`src/rtl/taylor_exp_seq_pkg.sv`:
```
// Shared constants and FSM state encoding for the Taylor-series e^x sequencer.
package taylor_exp_seq_pkg;

  localparam int unsigned TAYLOR_WIDTH   = 16;
  localparam int unsigned TAYLOR_FRAC    = 11;
  localparam int unsigned TAYLOR_N_TERMS = 8;

  localparam logic [15:0] TAYLOR_ONE_Q   = 16'h0800;
  localparam logic [15:0] TAYLOR_SAT_MAX = 16'h7FFF;
  localparam logic [15:0] TAYLOR_SAT_MIN = 16'h8000;

  typedef enum logic [2:0] {
    StIdle,
    StInit,
    StMul,
    StDiv,
    StWb,
    StDone
  } state_e;

endpackage

```
`src/rtl/taylor_exp_seq_divider.sv`:
```
// Unsigned restoring divider, WIDTH cycles per quotient; the first step is taken on the go edge.
module taylor_exp_seq_divider #(
  parameter int unsigned WIDTH = 16
) (
  input  logic             clk,
  input  logic             custom_reset,
  input  logic             go,
  input  logic [WIDTH-1:0] dividend,
  input  logic [WIDTH-1:0] divisor,
  output logic [WIDTH-1:0] quotient,
  output logic             ready
);

  localparam int unsigned CW = $clog2(WIDTH);

  logic [WIDTH-1:0] rem_q, quo_q;
  logic [CW-1:0]    cnt_q;
  logic             run_q;

  logic [WIDTH-1:0] rem_in, quo_in, rem_nx, quo_nx;
  logic [WIDTH:0]   rem_sh, rem_diff;

  always_comb begin
    rem_in   = go ? '0 : rem_q;
    quo_in   = go ? dividend : quo_q;
    rem_sh   = {rem_in, quo_in[WIDTH-1]};
    rem_diff = rem_sh - {1'b0, divisor};
    // Borrow out of the trial subtraction means the divisor did not fit.
    quo_nx   = {quo_in[WIDTH-2:0], ~rem_diff[WIDTH]};
    rem_nx   = rem_diff[WIDTH] ? rem_sh[WIDTH-1:0] : rem_diff[WIDTH-1:0];
  end

  always_ff @(posedge clk) begin
    if (custom_reset) begin
      rem_q <= '0;
      quo_q <= '0;
      cnt_q <= '0;
      run_q <= 1'b0;
    end else if (go) begin
      rem_q <= rem_nx;
      quo_q <= quo_nx;
      cnt_q <= CW'(WIDTH - 1);
      run_q <= 1'b1;
    end else if (cnt_q != '0) begin
      rem_q <= rem_nx;
      quo_q <= quo_nx;
      cnt_q <= cnt_q - CW'(1);
    end
  end

  assign quotient = quo_q;
  assign ready    = run_q && (cnt_q == '0);

endmodule

```
`src/rtl/taylor_exp_seq.sv`:
```
// Sequencer computing e^x in signed Q5.11 by Taylor series, driving an external term register.
// Optional macro TAYLOR_EARLY_EXIT_EN: finish as soon as a zero term is produced.
module taylor_exp_seq
  import taylor_exp_seq_pkg::*;
#(
  parameter int unsigned WIDTH   = TAYLOR_WIDTH,
  parameter int unsigned FRAC    = TAYLOR_FRAC,
  parameter int unsigned N_TERMS = TAYLOR_N_TERMS
) (
  input  logic             clk,
  input  logic             custom_reset,
  input  logic             start,
  input  logic [WIDTH-1:0] x_in,
  output logic             busy,
  output logic             done,
  output logic [WIDTH-1:0] result,
  output logic             overflow,
  output logic             term_init,
  output logic             term_load,
  output logic [WIDTH-1:0] term_d,
  input  logic [WIDTH-1:0] term_q
);

  localparam int unsigned NW = 5;
  localparam logic [NW-1:0] LastN = NW'(N_TERMS - 1);
  localparam logic [WIDTH-1:0] OneQ = WIDTH'(1 << FRAC);
  localparam logic signed [2*WIDTH-1:0] SatMax = (2*WIDTH)'((1 << (WIDTH - 1)) - 1);
  localparam logic signed [2*WIDTH-1:0] SatMin = ~SatMax;

  state_e           state_q;
  logic [WIDTH-1:0] x_q, sum_q, result_q, term_d_q;
  logic [NW-1:0]    n_q;
  logic             neg_q, busy_q, done_q, ovf_q, init_q, load_q;

  logic signed [2*WIDTH-1:0] tq_ext, xq_ext, prod, prod_sh;
  logic [WIDTH-1:0]          p_sat, p_mag, div_quo, q_signed, sum_sat;
  logic                      p_clip, sum_clip, div_ready, last_iter;
  logic signed [WIDTH:0]     sum_ext;

  always_comb begin
    tq_ext  = {{WIDTH{term_q[WIDTH-1]}}, term_q};
    xq_ext  = {{WIDTH{x_q[WIDTH-1]}}, x_q};
    prod    = tq_ext * xq_ext;
    prod_sh = prod >>> FRAC;
    p_clip  = 1'b0;
    p_sat   = prod_sh[WIDTH-1:0];
    if (prod_sh > SatMax) begin
      p_sat  = SatMax[WIDTH-1:0];
      p_clip = 1'b1;
    end else if (prod_sh < SatMin) begin
      p_sat  = SatMin[WIDTH-1:0];
      p_clip = 1'b1;
    end
    // -(-32768) wraps to 16'h8000, which is the correct unsigned magnitude.
    p_mag = p_sat[WIDTH-1] ? -p_sat : p_sat;
  end

  taylor_exp_seq_divider #(
    .WIDTH(WIDTH)
  ) u_div (
    .clk         (clk),
    .custom_reset(custom_reset),
    .go          (state_q == StMul),
    .dividend    (p_mag),
    .divisor     (WIDTH'(n_q)),
    .quotient    (div_quo),
    .ready       (div_ready)
  );

  always_comb begin
    q_signed = neg_q ? -div_quo : div_quo;
    sum_ext  = $signed({sum_q[WIDTH-1], sum_q}) + $signed({q_signed[WIDTH-1], q_signed});
    sum_clip = sum_ext[WIDTH] != sum_ext[WIDTH-1];
    sum_sat  = sum_ext[WIDTH-1:0];
    if (sum_clip) begin
      sum_sat = sum_ext[WIDTH] ? SatMin[WIDTH-1:0] : SatMax[WIDTH-1:0];
    end
`ifdef TAYLOR_EARLY_EXIT_EN
    last_iter = (n_q == LastN) || (term_d_q == '0);
`else
    last_iter = (n_q == LastN);
`endif
  end

  always_ff @(posedge clk) begin
    if (custom_reset) begin
      state_q  <= StIdle;
      x_q      <= '0;
      sum_q    <= '0;
      result_q <= '0;
      term_d_q <= '0;
      n_q      <= '0;
      neg_q    <= 1'b0;
      busy_q   <= 1'b0;
      done_q   <= 1'b0;
      ovf_q    <= 1'b0;
      init_q   <= 1'b0;
      load_q   <= 1'b0;
    end else begin
      case (state_q)
        StIdle: begin
          if (start) begin
            x_q     <= x_in;
            ovf_q   <= 1'b0;
            busy_q  <= 1'b1;
            init_q  <= 1'b1;
            state_q <= StInit;
          end
        end
        StInit: begin
          init_q  <= 1'b0;
          sum_q   <= OneQ;
          n_q     <= NW'(1);
          state_q <= StMul;
        end
        StMul: begin
          neg_q <= p_sat[WIDTH-1];
          if (p_clip) ovf_q <= 1'b1;
          state_q <= StDiv;
        end
        StDiv: begin
          if (div_ready) begin
            load_q   <= 1'b1;
            term_d_q <= q_signed;
            sum_q    <= sum_sat;
            if (sum_clip) ovf_q <= 1'b1;
            state_q  <= StWb;
          end
        end
        StWb: begin
          load_q <= 1'b0;
          if (last_iter) begin
            done_q   <= 1'b1;
            busy_q   <= 1'b0;
            result_q <= sum_q;
            state_q  <= StDone;
          end else begin
            n_q     <= n_q + NW'(1);
            state_q <= StMul;
          end
        end
        StDone: begin
          done_q  <= 1'b0;
          state_q <= StIdle;
        end
        default: state_q <= StIdle;
      endcase
    end
  end

  assign busy      = busy_q;
  assign done      = done_q;
  assign result    = result_q;
  assign overflow  = ovf_q;
  assign term_init = init_q;
  assign term_load = load_q;
  assign term_d    = term_d_q;

endmodule

```
`config.mk`:
```
export PLATFORM = sky130hd
export DESIGN_NAME = taylor_exp_seq
export DESIGN_NICKNAME = d
export VERILOG_FILES = /design/src/rtl/taylor_exp_seq_pkg.sv /design/src/rtl/taylor_exp_seq_divider.sv /design/src/rtl/taylor_exp_seq.sv
export SDC_FILE = /design/constraint.sdc
export NUM_CORES = 1
export LEC_CHECK = 0
export ABC_AREA = 1
export CORE_MARGIN = 5
export CORE_UTILIZATION = 64
export DETAILED_ROUTE_END_ITERATION = 10
export GPL_TIMING_DRIVEN = 0
export PLACE_DENSITY = 0.83
export SETUP_SLACK_MARGIN = 0.15
export SLEW_MARGIN = 20
export SYNTH_ARGS = -nofsm -noshare
export SYNTH_HDL_FRONTEND = slang
export SYNTH_SLANG_ARGS = --single-unit
```
`constraint.sdc`:
```
create_clock -name clk -period 12.35 [get_ports clk]
set_input_delay 2.47 -clock clk [delete_from_list [all_inputs] [get_ports clk]]
set_output_delay 2.47 -clock clk [all_outputs]
set_load 0.005 [all_outputs]
```
==> metrics.md, run 1 <==
| Metric | Value |
|---|---|
| Worst min path class | `register to register` |
| Vias/cell | `5.39` |
| Met3 WL | `3930 um` |
| Yosys top cell by area | `fa_1` |
| Dpl cells | `roughly 2.8k` |
| Layout net count | `2877` |
| Most common cell after layout, fill and taps aside | `nand2_1` |
| Core ar. | `26700 um2` |
| Die ar. | `30200 um2` |
| Hold_buf cts | `0` |
| Crit end category | `register` |
| Die height | `between 150 and 200 um` |
| CP startpoint | `term_q[15]` |
| Layout area overhead | `10.1%` |
| Avg Cell Area, Syn | `7.18 um2` |
| Wirelength, routed | `45500 um` |
| #FFs+latches synth | `roughly 120` |
| Clock share of power | `0.124` |
| Fill cells | `~2.2k` |
| CTS sink cnt | `about 120` |
| Io pins | `72` |
| Synth top area share | `0.307` |
| Worst-path fanout max | `10` |
| Max Cap Viol | `0` |
| Register area share after synthesis | `0.134` |
| Vias in the first global route | `15.6k` |
| Layout cells sized above 1 | `0.0523` |
| First-pass GRT wire length | `76500 um` |
| Yosys warns | `0` |
| Most frequent CP cell | `nand2_1` |
| Crit path DAT | `11880 ps` |
| Storage cell area | `~2300 um2` |
| Slew margin rel. | `0.404` |
| CP max stage cell | `fa_2` |
| Worst-case reg-to-reg path depth | `47` |
| Later-pin clock latency in the skew report | `430 ps` |
| Worst slew pin tran | `roughly 900 ps` |
| Placer congestion estimate | `0.962` |
| PortBufs | `60` |
| FMAX | `just under 90 MHz` |
| Clock Skew | `21.3 ps` |
| Antenna cell count | `0` |
| Period utilization | `0.936` |
| Syn nets | `between 2k and 3k` |
| Stages on worst setup path | `48` |
| Multi-input gate area | `between 10000 and 15000 um2` |
| P_int | `1.92 mW` |
| Fin crit period | `about 12000 ps` |
| Switching share of power | `0.558` |
| Largest net degree at the start of global routing | `17` |
| Vias | `15.2k` |
| Post-synth EDFFs | `0` |
| Distinct cells, synth | `48` |
| CTS tree | `built` |
| Antenna violations before repair | `0` |
| Worst hold slack | `477 ps` |
| Drt wl/cell | `16.1 um` |
| CP Class | `input port to register` |
| Unrepaired setup endpoints after global routing | `false` |
| Crit-path leading delay family | `adder cells` |
| Drt pass-1 iters | `7` |
| FF-to-FF End | `u_div.rem_q[14]` |
| Clock transition at the registers of the reported paths | `70 ps` |
| Root Buffer | `clkbuf_16` |
| Post-synth top flop | `dfxtp_1` |
| Most frequent cells in the layout | `610 x nand2_1, 586 x inv_1, 261 x fa_1, 157 x nor2_1, 115 x dfxtp_1` |
| P_leak | `10.4 nW` |
| Final Max Tran Viols | `0` |
| HPWL Detailed | `37300 um` |
| Routed Antenna Nets | `0` |
| Reg-to-reg critical path startpoint | `x_q[7]` |
| M1 wire length | `18800 um` |
| GRT overflow | `0` |
| Synthesized cell area | `17200 um2` |
| FP Rows | `60` |
| CTS max path bufs | `2` |
| Residual DRC count | `0` |
| Setup-failing EPs final | `0` |
| Flop pwr share | `0.111` |
| Synth area leaders | `fa_1 31%, dfxtp_1 13%, nand2_1 13%, inv_1 13%, ha_1 7.7%` |
| Crit start category | `input port` |
| Total Routing Usage GR | `0.311` |
| Synth Instances | `approximately 2.4k` |
| WP data required | `12670 ps` |
| Final Core Density | `0.708` |
| VDD IR max | `0.249 mV` |
| CTS Buf Count | `17` |
| CTS HTree Levels | `4` |
| Placed inst area | `about 18000 um2` |
| Combinational power share | `0.765` |
| Initial Util | `0.644` |
| Async set or reset register ratio after synthesis | `0` |
| Top sig layer | `met4` |
| Die Span X | `around 170 um` |
| Initial DRC Count | `1247` |
| CP bufs+invs | `9` |
| NetSw | `2.42 mW` |
| Fin cells | `between 2k and 3k` |
| Pwr dens | `around 230 nW/um2` |
| Reg2Reg Setup Slack | `between 2000 and 2500 ps` |
| Status | `finished clean` |
| Slowest Stage Delay on Critical Path | `710 ps` |
| Met2 WL | `21200 um` |
| Design Area, Final | `18900 um2` |
| Critical Path End | `u_div.rem_q[14]` |
| Hold Vio Cnt, Final | `0` |
-- power by group through the flow --
stage | sequential (mW) | combinational, mW | clock, mW
final | 0.480 | 3.32 | 0.539
after global placement | 0.481 | 3.18 | 0
after floorplan | 0.469 | 2.56 | 0
after global routing | 0.485 | 3.79 | 0.557
after detailed placement | 0.484 | 3.26 | 0
after CTS | 0.476 | 3.29 | 0.538
-- layer usage --
layer  track usage  up-vias
li1              -     7212
met1         0.416     7276
met2         0.512      615
met3        0.0622      130
met4         0.102        0
met5             0        -
-- registers in the layout, summed over array words and instances (netlist names) --
signal	count
state_q	3
term_init	1
u_div.cnt_q	4
sum_q	16
u_div.rem_q	16
term_load	1
neg_q	1
done	1
result	16
n_q	5
busy	1
overflow	1
u_div.run_q	1
term_d	16
u_div.quotient	16
x_q	16
-- metrics by stage --
step | total power [mW] | setup TNS (ps) | setup WS, ps
final | 4.34 | 0 | 787
after global routing | 4.83 | 0 | 83.1
after CTS | 4.30 | 0 | 334
after detailed placement | 3.74 | -3140 | -641
after global placement | 3.66 | -2280 | -539
after floorplan | 3.03 | 0 | 1510
-- Yosys cell counts (all sizes together), types with 19 or more instances --
master and instances:
nor2 167, nor3 19, nand3 50, o21ai 83, xnor2 24, a21oi 114, xor2 41, fa 263
dfxtp 115, clkbuf 84, inv 601, ha 105, nand2 631
-- cells by family (layout without fill, tap and decap cells) --
family                   after synthesis  in the layout  synth area share
AND/OR/NAND/NOR                      898            898             0.213
buffers and inverters                698            795             0.154
AO/OA/AOI/OAI                        246            246            0.0802
adder cells (fa/ha/maj)              368            368             0.383
XOR/XNOR                              65             65            0.0343
flip-flops                           115            115             0.134
-- timing repair --
action                     4_1_cts  5_1_grt
setup buffers                    0        5
resized for setup                3       51
pin swaps                        0        2
setup endpoints to repair        5        9
-- layout make-up --
cell class                 count  share of cell area
inverter                     604               0.120
buffer                        94              0.0218
clock inverter                15              0.0103
sequential                   115               0.122
multi-input combinational   1577               0.647
tap                          341              0.0226
clock buffer                  17              0.0225
timing repair buffer          65              0.0339
-- worst min path at each step --
stage | from | endpoint | depth (start not counted)
after detailed placement | u_div.run_q | u_div.run_q | 1
after global placement | u_div.run_q | u_div.run_q | 1
after floorplan | u_div.run_q | u_div.run_q | 1
after global routing | busy | busy | 2
after CTS | u_div.run_q | u_div.run_q | 1
final | u_div.run_q | u_div.run_q | 1
(Power assumes the default switching activity.)
==> inputs of run 2 (changes only) <==
CORE_UTILIZATION = 65   (was 64)
MAX_ROUTING_LAYER = met4   (was not set)
PLACE_DENSITY = 0.85   (was 0.83)
clock period = 14.76 ns   (was 12.35 ns; I/O delays follow)
==> run 2 against run 1 <==
  * First-iteration DRC count is 7.2% higher
  * Register-to-register slack improved by 2100 ps
  * Clock-buffer cell count is the same
  * Clock power down 13%
  * Worst hold slack gained 2.0 ps
  * Utilization rose by 1.4 points
  * Highest routed layer unchanged
==> metrics.md, run 2 (synthesis gave the netlist of run 1 again) <==
| Metric | Value |
|---|---|
| Status | `finished clean` |
| Vias in the first global route | `15.9k (+1.5%)` |
| CP bufs+invs | `9 (unchanged)` |
| Hold_buf cts | `0 (unchanged)` |
| FP Rows | `59 (-1.7%)` |
| Worst slew pin tran | `940 ps (+46.0 ps)` |
| Initial DRC Count | `1337 (+7.2%)` |
| Drt wl/cell | `16.2 um (+0.76%)` |
| Dpl cells | `2785 (-0.21%)` |
| Crit end category | `register` |
| Fin crit period | `13270 ps` |
| Wirelength, routed | `45600 um (+0.33%)` |
| Die ar. | `29700 um2 (-1.4%)` |
| CTS HTree Levels | `4 (unchanged)` |
| Design Area, Final | `18800 um2 (-0.29%)` |
| Clock transition at the registers of the reported paths | `60 ps (about the same)` |
| FMAX | `75.3 MHz` |
| Worst hold path depth | `2 (+1)` |
| Hold Vio Cnt, Final | `0 (unchanged)` |
| Initial Util | `0.658 (+0.0146)` |
| Residual DRC count | `0 (unchanged)` |
| Crit start category | `input port` |
| CTS max path bufs | `2 (unchanged)` |
| Worst min path class | `register to register` |
| Reg2Reg Setup Slack | `4290 ps (+2120 ps)` |
| VDD IR max | `0.223 mV (-10%)` |
| HPWL Detailed | `37400 um (+0.25%)` |
| Worst hold slack | `479 ps (+2.02 ps)` |
| Later-pin clock latency in the skew report | `420 ps (about the same)` |
| Clock share of power | `0.129 (+0.005)` |
| Core ar. | `26100 um2 (-2.2%)` |
| CTS sink cnt | `115 (unchanged)` |
| Die Span X | `172 um (-0.73%)` |
| Pwr dens | `195 nW/um2 (-15%)` |
| Vias/cell | `5.51 (+2.2%)` |
| Antenna cell count | `0 (unchanged)` |
| Final Max Tran Viols | `0 (unchanged)` |
| P_int | `1.63 mW (-15%)` |
| Die height | `172 um (-0.73%)` |
| Placer congestion estimate | `0.977 (+1.6%)` |
| Period utilization | `0.899` |
| CP max stage cell | `fa_1` |
| Vias | `15.5k (+1.8%)` |
| NetSw | `2.04 mW (-16%)` |
| Unrepaired setup endpoints after global routing | `false` |
| Clock Skew | `15.6 ps (-5.67 ps)` |
| Hold Path Sink | `u_div.rem_q[1]` |
| Switching share of power | `0.556 (-0.00122)` |
| PnR worst setup slack | `1490 ps (+700 ps)` |
| Hold Path Origin | `u_div.rem_q[1]` |
| PortBufs | `60 (unchanged)` |
| Setup-failing EPs final | `0 (unchanged)` |
| Grt met2 use | `0.526 (+0.0138)` |
| CTS tree | `built` |
| Layout area overhead | `9.74%` |
| Most common cell after layout, fill and taps aside | `nand2_1` |
| First-pass GRT wire length | `76500 um (about the same)` |
| Root Buffer | `clkbuf_16` |
| P_leak | `10.3 nW (-1.0%)` |
| Most frequent CP cell | `nand2_1` |
| Pre-CTS setup slack | `1220 ps (+1860 ps)` |
| CP Class | `input port to register` |
| Worst-path fanout max | `10 (unchanged)` |
| Worst-case reg-to-reg path depth | `49 (+4.3%)` |
| Reg-to-reg critical path startpoint | `x_q[5]` |
| Antenna violations before repair | `0 (unchanged)` |
| Fin cells | `2816 (-0.42%)` |
| Layout cells sized above 1 | `0.0399 (-0.0124)` |
| Routed Antenna Nets | `0 (unchanged)` |
| Met3 GRT Util | `0.0492 (-0.0130)` |
| Combinational power share | `0.762 (-0.003)` |
| Max Cap Viol | `0 (unchanged)` |
| Total Routing Usage GR | `0.333 (+0.0223)` |
| GRT overflow | `0 (unchanged)` |
| Flop pwr share | `0.110 (about the same)` |
| Post-cts resize count | `0 (-3)` |
| Io pins | `72 (unchanged)` |
| Slew margin rel. | `0.373 (-0.0307)` |
| CTS Buf Count | `17 (unchanged)` |
| Global routing's busiest layer | `met2` |
| Slowest Stage Delay on Critical Path | `820 ps (+110 ps)` |
| Setup TNS | `0 ps (unchanged)` |
| Setup Buffers After CTS | `0 (unchanged)` |
| Placed inst area | `18200 um2 (about the same)` |
| Crit-path leading delay family | `adder cells` |
| Met1 GRT Util | `0.436 (+0.0194)` |
| Layout net count | `2872 (-0.17%)` |
| Most frequent cells in the layout | `610 x nand2_1, 586 x inv_1, 263 x fa_1, 157 x nor2_1, 115 x dfxtp_1` |
| Largest net degree at the start of global routing | `17 (unchanged)` |
| FF-to-FF End | `u_div.rem_q[14]` |
| Drt pass-1 iters | `5 (-2)` |
| WP data required | `15060 ps (+2390 ps)` |
| Crit path DAT | `13580 ps (+1700 ps)` |
[run 2: worst min-delay path, cell delays in order, from the launching register on]
cell	delay, ps
dfxtp_1	310
nand2_1	70
a21oi_1	60
[run 2: worst max path at each step]
stage / cells past startpoint / slack [ps] / from / endpoint
finish: 49 / 1490 / term_q[15] / u_div.rem_q[14]
global route: 51 / 730 / term_q[15] / u_div.rem_q[14]
CTS: 49 / 1620 / term_q[15] / u_div.rem_q[14]
detailed placement: 49 / 1220 / term_q[15] / u_div.rem_q[14]
global placement: 49 / 1490 / term_q[15] / u_div.rem_q[14]
floorplan: 50 / 3440 / term_q[15] / u_div.rem_q[14]
[run 2: power groups by stage]
| stage | clock, mW | sequential, mW | combinational (mW) |
|---|---|---|---|
| finish | 0.471 | 0.402 | 2.79 |
| global route | 0.487 | 0.404 | 3.15 |
| CTS | 0.475 | 0.399 | 2.76 |
| detailed placement | 0 | 0.404 | 2.73 |
| global placement | 0 | 0.402 | 2.66 |
| floorplan | 0 | 0.393 | 2.14 |
[run 2: layout make-up]
type / instances / area [um2]
Buffer: 94 / 383
Tap cell: 335 / 419
Sequential cell: 115 / 2300
Clock buffer: 17 / 425
Fill cell: 2035 / 7230
Multi-Input combinational cell: 1577 / 12200
Timing Repair Buffer: 60 / 601
Inverter: 604 / 2270
Clock inverter: 14 / 226
[run 2: through the flow]
stage          utilization  power [mW]
2_1_floorplan            -        2.53
6_report             0.722        3.67
5_1_grt              0.722        4.04
3_3_place_gp         0.697        3.06
4_1_cts              0.722        3.64
3_5_place_dp         0.697        3.14
[run 2: metal layers]
layer,vias up,wire (um)
li1,7209,-
met1,7414,18700
met2,731,21100
met3,152,3930
met4,0,2000
met5,-,0
